$ cat src/rtl/cpu_pkg.sv
// Shared defaults and the fetch-stage state type for the pipelined core front end.
package cpu_pkg;

    localparam int unsigned ADDR_W_DEF   = 32;
    localparam int unsigned INST_W_DEF   = 32;
    localparam int unsigned DEPTH_DEF    = 4;
    localparam int unsigned RESET_PC_DEF = 0;
    localparam int unsigned PC_STEP_DEF  = 4;

    typedef enum logic {
        IDLE = 1'b0,
        RUN  = 1'b1
    } fetch_state_e;

endpackage

$ cat src/rtl/fetch_queue.sv
// In-order fetch buffer: slots are allocated at issue, filled on response, popped by decode.
// Fill-to-head-valid is one cycle; flush clears every slot in the same cycle.
module fetch_queue #(
    parameter int unsigned ADDR_W = 32,
    parameter int unsigned INST_W = 32,
    parameter int unsigned DEPTH  = 4
) (
    input  logic                     clk_i,
    input  logic                     rst_i,
    input  logic                     flush_i,
    input  logic                     alloc_i,
    input  logic [ADDR_W-1:0]        alloc_pc_i,
    input  logic                     fill_i,
    input  logic [INST_W-1:0]        fill_dat_i,
    input  logic                     pop_i,
    output logic                     head_vld_o,
    output logic [INST_W-1:0]        head_inst_o,
    output logic [ADDR_W-1:0]        head_pc_o,
    output logic [$clog2(DEPTH):0]   count_o,
    output logic [$clog2(DEPTH):0]   unfilled_o
);

    localparam int unsigned AW = $clog2(DEPTH);

    logic [AW:0]       head_q, fill_q, tail_q;
    logic [ADDR_W-1:0] pc_mem_q   [DEPTH];
    logic [INST_W-1:0] inst_mem_q [DEPTH];

    // Pointers carry one extra wrap bit so full and empty are distinguishable.
    always_ff @(posedge clk_i) begin
        if (rst_i || flush_i) begin
            head_q <= '0;
            fill_q <= '0;
            tail_q <= '0;
        end else begin
            if (alloc_i) tail_q <= tail_q + 1'b1;
            if (fill_i)  fill_q <= fill_q + 1'b1;
            if (pop_i)   head_q <= head_q + 1'b1;
        end
    end

    always_ff @(posedge clk_i) begin
        if (alloc_i && !flush_i) pc_mem_q[tail_q[AW-1:0]]   <= alloc_pc_i;
        if (fill_i && !flush_i)  inst_mem_q[fill_q[AW-1:0]] <= fill_dat_i;
    end

    assign head_vld_o  = (head_q != fill_q);
    assign head_inst_o = head_vld_o ? inst_mem_q[head_q[AW-1:0]] : '0;
    assign head_pc_o   = head_vld_o ? pc_mem_q[head_q[AW-1:0]]   : '0;
    assign count_o     = tail_q - head_q;
    assign unfilled_o  = tail_q - fill_q;

endmodule

$ cat src/rtl/inst_fetch_unit.sv
// Decoupled instruction fetch: owns the PC, pipelines requests to imem, queues words for decode.
// rvalid->inst_valid_o in 1 cycle; requests stall when buffered + in-flight fetches reach DEPTH.
module inst_fetch_unit
    import cpu_pkg::*;
#(
    parameter int unsigned       ADDR_W   = ADDR_W_DEF,
    parameter int unsigned       INST_W   = INST_W_DEF,
    parameter int unsigned       DEPTH    = DEPTH_DEF,
    parameter logic [ADDR_W-1:0] RESET_PC = ADDR_W'(RESET_PC_DEF),
    parameter int unsigned       PC_STEP  = PC_STEP_DEF
) (
    input  logic              clk_i,
    input  logic              rst_i,
    input  logic              start_i,
    output logic              imem_req_o,
    output logic [ADDR_W-1:0] imem_addr_o,
    input  logic              imem_gnt_i,
    input  logic              imem_rvalid_i,
    input  logic [INST_W-1:0] imem_rdata_i,
    output logic              inst_valid_o,
    output logic [INST_W-1:0] inst_o,
    output logic [ADDR_W-1:0] inst_pc_o,
    input  logic              inst_ready_i,
    input  logic              redirect_i,
    input  logic [ADDR_W-1:0] redirect_pc_i
);

    localparam int unsigned CW = $clog2(DEPTH) + 1;

    fetch_state_e      state_q, state_d;
    logic [ADDR_W-1:0] pc_q, pc_d;
    logic [CW-1:0]     drop_q, drop_d;
    logic [CW-1:0]     count, unfilled, occupied, outstanding;
    logic              run, issue, resp_fill, resp_drop, pop, flush;

    assign run         = (state_q == RUN);
    assign occupied    = count + drop_q;
    assign outstanding = drop_q + unfilled;
    assign imem_req_o  = run && (occupied < CW'(DEPTH));
    assign imem_addr_o = pc_q;
    assign issue       = imem_req_o && imem_gnt_i;
    assign resp_drop   = imem_rvalid_i && (drop_q != '0);
    assign resp_fill   = imem_rvalid_i && (drop_q == '0);
    assign pop         = inst_valid_o && inst_ready_i;
    assign flush       = run && redirect_i;

    always_ff @(posedge clk_i) begin
        if (rst_i) begin
            state_q <= IDLE;
            pc_q    <= RESET_PC;
            drop_q  <= '0;
        end else begin
            state_q <= state_d;
            pc_q    <= pc_d;
            drop_q  <= drop_d;
        end
    end

    always_comb begin
        state_d = state_q;
        pc_d    = pc_q;
        drop_d  = drop_q;
        case (state_q)
            IDLE: begin
                if (start_i)    state_d = RUN;
                if (redirect_i) pc_d    = redirect_pc_i;
            end
            RUN: begin
                if (redirect_i) begin
                    // Everything still owed by memory after this cycle becomes stale.
                    pc_d   = redirect_pc_i;
                    drop_d = outstanding + CW'(issue) - CW'(imem_rvalid_i);
                end else begin
                    if (issue)     pc_d   = pc_q + ADDR_W'(PC_STEP);
                    if (resp_drop) drop_d = drop_q - 1'b1;
                end
            end
            default: state_d = IDLE;
        endcase
    end

    fetch_queue #(
        .ADDR_W (ADDR_W),
        .INST_W (INST_W),
        .DEPTH  (DEPTH)
    ) u_queue (
        .clk_i       (clk_i),
        .rst_i       (rst_i),
        .flush_i     (flush),
        .alloc_i     (issue),
        .alloc_pc_i  (pc_q),
        .fill_i      (resp_fill),
        .fill_dat_i  (imem_rdata_i),
        .pop_i       (pop),
        .head_vld_o  (inst_valid_o),
        .head_inst_o (inst_o),
        .head_pc_o   (inst_pc_o),
        .count_o     (count),
        .unfilled_o  (unfilled)
    );

    a_no_spurious_rvalid: assert property (@(posedge clk_i) disable iff (rst_i)
        !(imem_rvalid_i && (outstanding == '0)));
    a_no_overflow: assert property (@(posedge clk_i) disable iff (rst_i)
        occupied <= CW'(DEPTH));

endmodule

$ cat config.mk
export PLATFORM = sky130hd
export DESIGN_NAME = inst_fetch_unit
export DESIGN_NICKNAME = d
export VERILOG_FILES = /design/src/rtl/cpu_pkg.sv /design/src/rtl/fetch_queue.sv /design/src/rtl/inst_fetch_unit.sv
export SDC_FILE = /design/constraint.sdc
export NUM_CORES = 1
export LEC_CHECK = 0
export ABC_CLOCK_PERIOD_IN_PS = 4800
export CAP_MARGIN = 20
export CORE_MARGIN = 3
export CORE_UTILIZATION = 30
export DETAILED_ROUTE_END_ITERATION = 8
export PLACE_DENSITY = 0.6
export SYNTH_ARGS = -nofsm -noshare
export SYNTH_HDL_FRONTEND = slang
export SYNTH_HIERARCHICAL = 1
export SYNTH_SLANG_ARGS = --single-unit
$ cat constraint.sdc
create_clock -name clk_i -period 4.8 [get_ports clk_i]
set_input_delay 0.72 -clock clk_i [delete_from_list [all_inputs] [get_ports clk_i]]
set_output_delay 0.72 -clock clk_i [all_outputs]
set_load 0.02 [all_outputs]
Yosys cells after proc, flatten, opt, wreduce, memory -nomap -nowiden

Memories as Yosys holds them, arrays and structs flattened. A register that Yosys moved wholly into a read port is not among the register bits.
Cells that the tools add are included.

Add/subtract/negate cells: 11
$lt $le $gt $ge: 1
Equal/unequal tests: 3
Muxes and demuxes: 18
Bitwise logic cells: 1
Reduce and logical (&&, ||, !) cells: 15

Operator list:

| operator              | number |
|---|---|
| $mux 32               | 5 |
| $pmux 32 s2           | 1 |
| $add 32x3->32 const B | 1 |
| $add 3x1->3 const B   | 3 |
| $logic_and 1x1->1     | 8 |
| $mux 2                | 4 |
| $add 3x3->3           | 2 |
| $mux 1                | 6 |
| $mux 3                | 2 |
| $sub 3x3->3           | 2 |
| $reduce_and 2->1      | 2 |
| $add 3x1->3           | 1 |
| $logic_not 3->1       | 1 |
| $lt 3x3->1 const B    | 1 |
| $ne 3x2->1 const B    | 1 |
| $ne 3x3->1            | 1 |
| $reduce_bool 3->1     | 1 |
| $sub 3x1->3           | 1 |
| $sub 3x1->3 const B   | 1 |
| $ne 2x2->1 const B    | 1 |
| $reduce_bool 2->1     | 1 |
| $logic_not 1->1       | 1 |
| $logic_or 1x1->1      | 1 |
| $not 1->1             | 1 |

Flip-flop bits (word level): 45
RAM bits: 256
Input bits: 71
Output and inout port bits: 98
Word-level logic and storage cells: 57
Memories kept: 2

Memories:

| name               | depth | width | read ports | clocked after Yosys merged registers in | wr ports | RTL line          | source |
|---|---|---|---|---|---|---|---|
| u_queue.inst_mem_q | 4     | 32    | 1          | 1                                       | 1        | fetch_queue.sv:27 | `logic [INST_W-1:0] inst_mem_q [DEPTH];` |
| u_queue.pc_mem_q   | 4     | 32    | 1          | 1                                       | 1        | fetch_queue.sv:26 | `logic [ADDR_W-1:0] pc_mem_q [DEPTH];` |

Longest topological paths before layout

Word-level depth: 8
Depth in mapped cells: 16
Depth with buffers taken out: 16

Modules after synthesis

The synthesis kept the hierarchy.

Modules (own cells, without submodules):

| module          | times used | cells an instance | area each (um2) | sequential area each (um2) |
|---|---|---|---|---|
| fetch_queue     | 1          | 495               | 10627.7         | 7907.6 |
| inst_fetch_unit | 1          | 320               | 2396.0          | 720.7 |

Least setup slack after synthesis

OpenSTA, ideal clock, no wires.

Path kind: reg-to-reg
Start point: register u_queue.tail_q[0]
End point: memory u_queue.pc_mem_q[3][0] (enable)
Library setup time: 0.421 ns
Arrival time: 3.784 ns
Data required time: 4.379 ns
Setup slack: 0.595 ns
Cell stages (with the launch flop): 13
Path buffers: 1
Clock period less this slack: 4.205 ns
Cells stage by stage: dfxtp_1 inv_1 ha_1 fa_1 inv_1 ha_1 a31oi_1 xnor2_2 nand3_1 inv_1 clkbuf_1 nand2_1 nor2_1

Word-level cells in the longest chain between the ends: 8

RTL lines:

| element                      | RTL line              | source |
|---|---|---|
| start, declared              | fetch_queue.sv:25     | `logic [AW:0] head_q, fill_q, tail_q;` |
| start signal, assigned       | fetch_queue.sv:36     | `if (alloc_i) tail_q <= tail_q + 1'b1;` |
| $sub 3x3->3                  | fetch_queue.sv:50     | `assign count_o = tail_q - head_q;` |
| net count[1]                 | inst_fetch_unit.sv:33 | `logic [CW-1:0] count, unfilled, occupied, outstanding;` |
| $add 3x3->3                  | inst_fetch_unit.sv:37 | `assign occupied = count + drop_q;` |
| $lt 3x3->1                   | inst_fetch_unit.sv:39 | `assign imem_req_o = run && (occupied < CW'(DEPTH));` |
| $logic_and 1x1->1            | inst_fetch_unit.sv:39 |  |
| $logic_and 1x1->1            | inst_fetch_unit.sv:41 | `assign issue = imem_req_o && imem_gnt_i;` |
| net issue                    | inst_fetch_unit.sv:34 | `logic run, issue, resp_fill, resp_drop, pop, flush;` |
| $logic_and 1x1->1            | fetch_queue.sv:43     | `if (alloc_i && !flush_i) pc_mem_q[tail_q[AW-1:0]] <= alloc_pc_i;` |
| $mux 1                       | fetch_queue.sv:43     |  |
| $mux 1 (not written as such) | fetch_queue.sv:43     |  |
| end, declared                | fetch_queue.sv:26     |  |

The timed path passes the listed nets, and every way through them passes these cells.

Worst setup path in the final report

Start point: register u_queue.tail_q[0]
End point: output imem_req_o

Word-level cells in the longest chain between the ends: 4

RTL lines:

| element           | RTL line              | source |
|---|---|---|
| $sub 3x3->3       | fetch_queue.sv:50     |  |
| net count[1]      | inst_fetch_unit.sv:33 |  |
| $add 3x3->3       | inst_fetch_unit.sv:37 |  |
| $lt 3x3->1        | inst_fetch_unit.sv:39 |  |
| $logic_and 1x1->1 | inst_fetch_unit.sv:39 |  |
| end, declared     | inst_fetch_unit.sv:15 | `output logic imem_req_o,` |

The timed path passes the listed nets, and every way through them passes these cells.

==> out/results.txt <==
Status = finished, final reports clean
Simple-Gate Fraction of Synth Area = 0.0578
Number of remaining DRC errors = 0
Hold crit path type = register to register
Clock Sinks = 303
Drt pass-1 iters = 5
CTS tree = done
Area growth from synthesis to layout = 25.0%
Global-route wire length before repair = 51100 um
Commonest non-fill, non-tap cell in the layout = edfxtp_1
Layout Skew = 16.4 ps
Ant diodes = 0
WHS Endpoint = drop_q[1]
Wirelength per Cell = 21.3 um
Unrepaired setup endpoints after global routing = false
Min setup slack post-route = 735 ps
Setup CP Type = register to output port
Setup TNS = 0 ps
Gp weighted congestion = 0.814
Via count = 7950
Async SR Flop Fraction = 0
Worst Setup End Kind = output port
CP Launch Type = register
CTS root buf = clkbuf_16
Nets = 1067
Hold_sp = drop_q[1]
Row count = 75
XOR/XNOR Fraction of Synth Area = 0.0113
Ys Warns = 6
Clock latency on the worst-skew pair = 550 ps
H-tree levels = 1
WP data required = 4080 ps
CP arrival = 3340 ps
Initial DRC count = 683
Initial core utilization = 0.307
Global Route Usage Sum = 0.142
Reg2reg end = drop_q[2]
Cell area after synthesis = 13000 um2
Mux contribution to synthesized area = 0.115
Post-Synth Adder-Cell Area = 0.0225
I/O Pins = 169
Synth Area in Compound Gates = 0.101
Reg-to-reg startpoint = u_queue/tail_q[0]
Min cycle time layout = 4060 ps
Layout cells sized above 1 = 0.153
Slew Limit Fails = 0
TritonCTS Buffers = 30
Max IR drop VDD = 277 uV
Period utilization = 0.847
Initial antenna violation count = 0
Pin count of the biggest net entering global routing = 65
Post-synthesis register bit count = 303
Register area share after synthesis = 0.663
Hold depth = 2
Grt ovf = 0
Most used cells in the layout excluding fill and tap cells = edfxtp_1 (256), clkdlybuf4s50_1 (168), o31a_1 (66), mux4_2 (64), dfxtp_1 (45)
P per Cell Area = 408 nW/um2
Worst Tran Pin Value = 1030 ps
Post-synth EDFFs = 256
Crit Path Max Fanout = 4
Slew margin rel. = 0.315
Post-Route WL = 33400 um
DP Worst Slack = 911 ps
Post-synthesis area per instance = 16.0 um2
Full die area = 45900 um2
R2R depth = 16
Cts hold-fix bufs = 0
Avg Vias per Cell = 5.06
Hold Vio Cnt, Final = 0
CTS resizes = 0
Leak = 5.16 nW
Filler cell count = 3976
Syn Nets = 907
Min Hold Slack = 550 ps
CORE AREA = 42400 um2
Reg clk slew, reported paths = 70 ps
Max Cap Violations = 0
Number of global-route vias before repair = 8158
Main combinational cell family by area after synthesis = multiplexers
Die height = 214 um
Mapped Cells = 815
CTS max path bufs = 3
Post-DRT Antenna Nets = 0
FMAX = 0.246 GHz
Chip width = 214 um
Port buffer count = 168
Setup bufs post-CTS = 0
DP HPWL = 21800 um
R2R setup slack = 890 ps
# setup viols final = 0
Synth unique cells = 59
Ys flop type = edfxtp_1
[area by class of cell]
class	instances	area [um2]	area share
flip-flops and latches	303	8640	0.530
clock buffers	38	832	0.0511
repair buffers	187	1860	0.114
well taps	577	722	0.0443
inverters	21	78.8	0.00484
clock inverters	14	81.3	0.00499
multi-input cells	432	4070	0.250
[per-layer routing]
metal / GRT usage / up-vias / routed length (um)
li1: - / 3585 / -
met1: 0.193 / 4072 / 14700
met2: 0.233 / 240 / 16200
met3: 0.0266 / 53 / 1780
met4: 0.0388 / 0 / 790
met5: 0 / - / 0
[cell families after synthesis]
group,Yosys count
compound gates,178
xor+xnor,16
fa+ha+maj,21
buf+inv,80
flops,303
mux,69
simple gates,148
[critical path, cell delays in order, from the launching register on]
cell	delay [ps]
dfxtp_1	400
inv_1	120
ha_1	210
fa_1	480
inv_1	40
ha_1	260
a31oi_1	260
xnor2_2	210
and2_1	200
clkdlybuf4s50_1	610
[registers in the layout, summed over array words and instances, names as in the netlist, named ones only]
register	flops
u_queue/pc_mem_q	128
u_queue/inst_mem_q	128
imem_addr_o	32
u_queue/head_q	3
u_queue/fill_q	3
u_queue/tail_q	3
run	1
drop_q	3
[through the flow]
step / instance area (um2) / total power [mW] / utilization / std cells
after floorplan: 13000 / 3.94 / - / 815
after global placement: 15400 / 4.54 / 0.362 / 1520
after detailed placement: 15400 / 4.54 / 0.362 / 1520
after CTS: 16300 / 6.74 / 0.384 / 1572
after global routing: 16300 / 6.93 / 0.384 / 1572
final: 16300 / 6.65 / 0.384 / 1572
[how the worst max path moves through the flow]
| stage | start | end | slack, ps |
|---|---|---|---|
| 6_report | u_queue/tail_q[0] | imem_req_o | 740 |
| 5_1_grt | u_queue/tail_q[0] | imem_req_o | 510 |
| 4_1_cts | u_queue/tail_q[0] | imem_req_o | 670 |
| 3_5_place_dp | u_queue/tail_q[0] | drop_q[2] | 910 |
| 3_3_place_gp | u_queue/tail_q[0] | drop_q[2] | 980 |
| 2_1_floorplan | u_queue/tail_q[0] | u_queue/pc_mem_q[3][0] | 600 |
[synthesized netlist by cell type (4+ instances only)]
master | number | share of area
nand3_1 | 11 | 0.0042
buf_2 | 32 | 0.012
a211oi_1 | 9 | 0.0052
a21o_1 | 7 | 0.0040
nand4_1 | 11 | 0.0053
dfxtp_1 | 47 | 0.072
o21ai_0 | 21 | 0.0081
nor2b_1 | 4 | 0.0019
and3_1 | 5 | 0.0024
fa_1 | 4 | 0.0061
nand3b_1 | 4 | 0.0023
nor3_1 | 9 | 0.0035
a31oi_1 | 9 | 0.0043
or3_1 | 4 | 0.0019
xnor2_1 | 12 | 0.0081
mux4_2 | 64 | 0.11
inv_1 | 21 | 0.0061
buf_6 | 7 | 0.0061
a21oi_1 | 35 | 0.013
nand2_1 | 33 | 0.0095
edfxtp_1 | 256 | 0.59
o31ai_1 | 6 | 0.0035
ha_1 | 17 | 0.016
and2_1 | 12 | 0.0058
nor2_1 | 38 | 0.011
o31a_1 | 66 | 0.044
mux2i_1 | 5 | 0.0038
clkbuf_1 | 17 | 0.0049
[where the power goes]
| part | switching (mW) | internal [mW] |
|---|---|---|
| sequential | 0.137 | 2.98 |
| clock | 0.962 | 1.22 |
| combinational | 0.690 | 0.660 |
| total | 1.79 | 4.86 |
No activity file was read; power rests on OpenSTA's default activity.
